$ cat src/rtl/risc_sequencer.sv
// Instruction-cycle sequencer: fetch handshake, execute stall, halt/resume,
// fetch-timeout fault and retired-instruction counter.
module risc_sequencer #(
   parameter int unsigned TIMEOUT = 16,
   parameter int unsigned CNT_W   = 16
) (
   input  logic             clk,
   input  logic             reset_n,
   input  logic             run_en,
   input  logic             imem_ack,
   input  logic             exec_stall,
   input  logic             halt_instr,
   input  logic             resume,
   input  logic             clear_fault,
   output logic [2:0]       Current_State,
   output logic             imem_req,
   output logic             halted,
   output logic             fault,
   output logic [CNT_W-1:0] instr_count
);

   localparam int unsigned WAIT_W = (TIMEOUT > 1) ? $clog2(TIMEOUT) : 1;

   typedef enum logic [2:0] {
      S_RESET     = 3'b000,
      S_FETCH     = 3'b001,
      S_READ_OPS  = 3'b010,
      S_EXECUTE   = 3'b011,
      S_WRITEBACK = 3'b100,
      S_HALT      = 3'b101,
      S_FAULT     = 3'b110
   } state_t;

   state_t              state;
   state_t              state_next;
   logic [WAIT_W-1:0]   wait_cnt;
   logic                timeout_c;

   assign timeout_c     = (wait_cnt == WAIT_W'(TIMEOUT - 1));
   assign Current_State = state;

   // State register; status outputs are registered from the next state so
   // they always match Current_State.
   always_ff @(posedge clk or negedge reset_n) begin
      if (!reset_n) begin
         state    <= S_RESET;
         imem_req <= 1'b0;
         halted   <= 1'b0;
         fault    <= 1'b0;
      end else begin
         state    <= state_next;
         imem_req <= (state_next == S_FETCH);
         halted   <= (state_next == S_HALT);
         fault    <= (state_next == S_FAULT);
      end
   end

   // Next-state decode
   always_comb begin
      state_next = S_RESET;
      case (state)
         S_RESET:     state_next = run_en ? S_FETCH : S_RESET;
         S_FETCH: begin
            if (imem_ack)       state_next = S_READ_OPS;
            else if (timeout_c) state_next = S_FAULT;
            else                state_next = S_FETCH;
         end
         S_READ_OPS:  state_next = S_EXECUTE;
         S_EXECUTE:   state_next = exec_stall ? S_EXECUTE : S_WRITEBACK;
         S_WRITEBACK: begin
            if (halt_instr)  state_next = S_HALT;
            else if (run_en) state_next = S_FETCH;
            else             state_next = S_RESET;
         end
         S_HALT:      state_next = resume ? S_FETCH : S_HALT;
         S_FAULT:     state_next = clear_fault ? S_RESET : S_FAULT;
         default:     state_next = S_RESET;
      endcase
   end

   // Fetch wait counter: counts cycles spent in FETCH, cleared on any exit
   always_ff @(posedge clk or negedge reset_n) begin
      if (!reset_n)
         wait_cnt <= '0;
      else if (state == S_FETCH && !imem_ack && !timeout_c)
         wait_cnt <= wait_cnt + WAIT_W'(1);
      else
         wait_cnt <= '0;
   end

   // Retired-instruction counter, bumps on the WRITEBACK exit edge
   always_ff @(posedge clk or negedge reset_n) begin
      if (!reset_n)
         instr_count <= '0;
      else if (state == S_WRITEBACK)
         instr_count <= instr_count + CNT_W'(1);
   end

endmodule
$ cat config.mk
export PLATFORM = sky130hd
export DESIGN_NAME = risc_sequencer
export DESIGN_NICKNAME = d
export VERILOG_FILES = /design/src/rtl/risc_sequencer.sv
export SDC_FILE = /design/constraint.sdc
export NUM_CORES = 1
export LEC_CHECK = 0
export CAP_MARGIN = 20
export CORE_ASPECT_RATIO = 1.75
export CORE_UTILIZATION = 26
export DETAILED_ROUTE_END_ITERATION = 7
export PLACE_DENSITY_LB_ADDON = 0.1
export SYNTH_ARGS = -nofsm -noshare
export SYNTH_HDL_FRONTEND = slang
export SYNTH_SLANG_ARGS = --single-unit
$ cat constraint.sdc
create_clock -name clk -period 3.4 [get_ports clk]
set_input_delay 0.34 -clock clk [delete_from_list [all_inputs] [get_ports clk]]
set_output_delay 0.34 -clock clk [all_outputs]
set_load 0.005 [all_outputs]
==> results.md <==
- Status: finished clean
- Combinational share of power: 29.2%
- Fin. max-slew vios: 0
- DR WL/cell: 12.7 µm
- Post-CTS Hold Buffers: 0
- Xor/xnor share of the synthesized area: 13.1%
- First-pass GRT wire length: 4000 µm
- Initial Util: 27.2%
- Initial antenna violation count: 0
- HPWL Detailed: 1800 µm
- Routed vias: 854
- DRC viols: 0
- Yosys Warn Count: 0
- WP buf/inv: 1
- Synthesized area: 0.00120 mm²
- CTS Buf Count: 3
- PwrDens: 565 mW/mm²
- Worst Setup SP: Current_State[1]
- Critical Path Max Stage Delay: 580 ps
- Routability cong.: 0.729
- Largest net degree at the start of global routing: 27
- Least-Margin Pin Slew: 408 ps
- Vias per cell: 4.62
- Adder-Cell Fraction of Synth Area: 2.09%
- CTS H-tree lvls: 1
- I/O pin total: 30
- Worst setup SP type: flip-flop
- Leak: 0.684 nW
- Crit-path slowest cell: clkdlybuf4s50_1
- RR Endpoint: instr_count[9]
- Maxcap violations: 0
- Simple-gate share of the synthesized area: 22.0%
- Vias in the first global route: 923
- CTS tree: done
- DR pass1 iterations: 4
- Setup CP Type: reg -> out
- Fill count: 473
- Maximum VDD drop: 284 µV
- Share of layout cells above drive strength 1: 11.9%
- Clock network fraction of total power: 22.3%
- Delay-heaviest family, CP: buffers and inverters
- Final worst-path cycle share: 51.8%
- # port buffers: 29
- CTS sink cnt: 26
- Mapped Cells: 102
- Synth Area per Inst: 11.7 µm²
- Die Ht: 91.7 µm
- Mapped Nets: 112
- TNS Setup: 0 ps
- Hold Fails Final Rpt: 0
- Pre-CTS WS: 1690 ps
- CP cell instances: clkdlybuf4s50_1
- Synth unique cells: 31
- Critical Path Stages: 1
- Nets: 145
- Antenna Violating Nets Remaining: 0
- Hold Path Class: in -> async
- Int Power: 0.619 mW
- Post-synthesis compound-gate area fraction: 5.02%
- Crit. End Element: output pin
- Register area share after synthesis: 54.4%
- Switching share of power: 31.0%
- All-Layer GR Usage: 11.2%
- Die width: 53.3 µm
- Fin crit period: 1760 ps
- Final core area utilization: 36.1%
- CP max FO: 10
- Setup slack after layout: 1640 ps
- R2R setup slack: 1700 ps
- Worst-path clk slew: 90 ps
- Largest family of logic cells by synthesized area: simple AND/OR/NAND/NOR gates
- Mux contribution to synthesized area: 0.941%
- Site Rows: 32
- Switch Pwr: 0.279 mW
- RSZ-0062 raised after global routing: no
- Area growth, synth to finish: 33.0%
- Worst Skew: 3.52 ps
- Setup violations, final: 0
- RR Startpoint: Current_State[1]
- Initial drt markers: 8
- Postcts setup bufs: 0
- Grt ovf: 0
- ANT cells: 0
- R2r worst-path depth: 4
- Crit path DAT: 1420 ps
- Highest achievable clock rate: 568 MHz
- Slew headroom: 72.5%
- Seq cells post-synth: 26
- Die area: 0.00489 mm²
- Worst Setup EP: Current_State[1]
- Worst EP required: 3060 ps
- Clock Latency Late Sink: 270 ps
- CORE AREA: 0.00440 mm²
- Post-CTS Resized: 0
- Clk buf depth: 2
- Clock root cell: clkbuf_8
- Final wirelength: 2350 µm
- Sequential share of power: 48.5%
metrics by stage:
stage / hold slack (ps) / cell area [µm²] / power, mW / cells
after global placement: 446 / 1540 / 0.711 / 181
final: 428 / 1590 / 0.898 / 185
after floorplan: 44.4 / 1200 / 0.588 / 102
after CTS: 440 / 1590 / 0.916 / 185
after detailed placement: 459 / 1540 / 0.710 / 181
after global routing: 471 / 1590 / 0.959 / 185
cells in the final DEF (no fill, tap or decap):
cell and n:
ha_1 2, o211ai_1 1, xnor2_1 10, and3_4 1, buf_4 1, nor2_1 10
a311oi_1 1, a2111oi_2 1, nand4_2 1, clkdlybuf4s50_1 29, xor2_1 6, inv_1 2
nand4_1 4, mux2_2 1, and3_1 2, and3_2 1, or3_2 1, a221o_2 1
nor3b_4 1, o31ai_1 1, and2_1 1, and4_4 1, dfrtp_1 26, nor4_1 1
nor3_1 4, or3b_2 1, xor2_2 1, o21ai_0 2, nand2b_1 3, nand3_1 6
nand2_1 6, nor2b_1 1, clkbuf_8 4
final cells by class:
type	count	area, µm²	area share [%]
timing repair buffer	30	298	18.7
inverter	2	7.51	0.472
tap	51	63.8	4.01
sequential	26	651	40.9
clock buffer	4	55.1	3.46
multi-input combinational	72	515	32.4
Yosys cell counts, drive strengths merged:
cell type / number / area [µm²]
or3b: 1 / 8.76
dfrtp: 26 / 651
xor2: 7 / 68.8
nor3b: 1 / 18.8
nand4: 5 / 37.5
a2111oi: 1 / 15.0
nor4: 1 / 6.26
o21ai: 2 / 10.0
nor2b: 1 / 6.26
or3: 1 / 7.51
inv: 2 / 7.51
and4: 1 / 11.3
nor3: 4 / 20.0
nand2: 6 / 22.5
o211ai: 1 / 7.51
and2: 1 / 6.26
and3: 4 / 31.3
nor2: 10 / 37.5
mux2: 1 / 11.3
a311oi: 1 / 8.76
a221o: 1 / 11.3
nand3: 6 / 30.0
o31ai: 1 / 7.51
xnor2: 10 / 87.6
buf: 2 / 22.5
ha: 2 / 25.0
nand2b: 3 / 18.8
power groups by stage:
stage          Sequential, mW  Combinational, mW  Clock (mW)
2_1_floorplan           0.411              0.177           0
3_3_place_gp            0.445              0.266           0
3_5_place_dp            0.443              0.267           0
4_1_cts                 0.438              0.268       0.211
5_1_grt                 0.449              0.289       0.222
6_report                0.436              0.262       0.200
routing by layer:
layer	global-route usage [%]	part of all wire, %	vias to the layer above
met5	0	0	-
met4	6.58	2.0	0
met3	1.99	3.4	4
met2	19.0	54	20
met1	12.4	41	414
li1	-	-	416
logic make-up after synthesis:
family,count (synthesis)
simple gates,45
flops,26
mux,1
compound gates,7
fa+ha+maj,2
xor+xnor,17
buf+inv,4
sequential cells by signal, summed over array words and instances, names as in the netlist:
name	cells
wait_cnt	4
imem_req	1
Current_State	3
instr_count	16
halted	1
fault	1
worst min path at each step:
stage,slack (ps),endpoint,from,cells past startpoint
after floorplan,40,Current_State[0],reset_n,0
after global placement,450,wait_cnt[0],wait_cnt[0],1
after detailed placement,460,wait_cnt[0],wait_cnt[0],1
after CTS,440,instr_count[7],reset_n,2
after global routing,470,instr_count[11],reset_n,2
final,430,instr_count[7],reset_n,2
(Power assumes the default switching activity.)
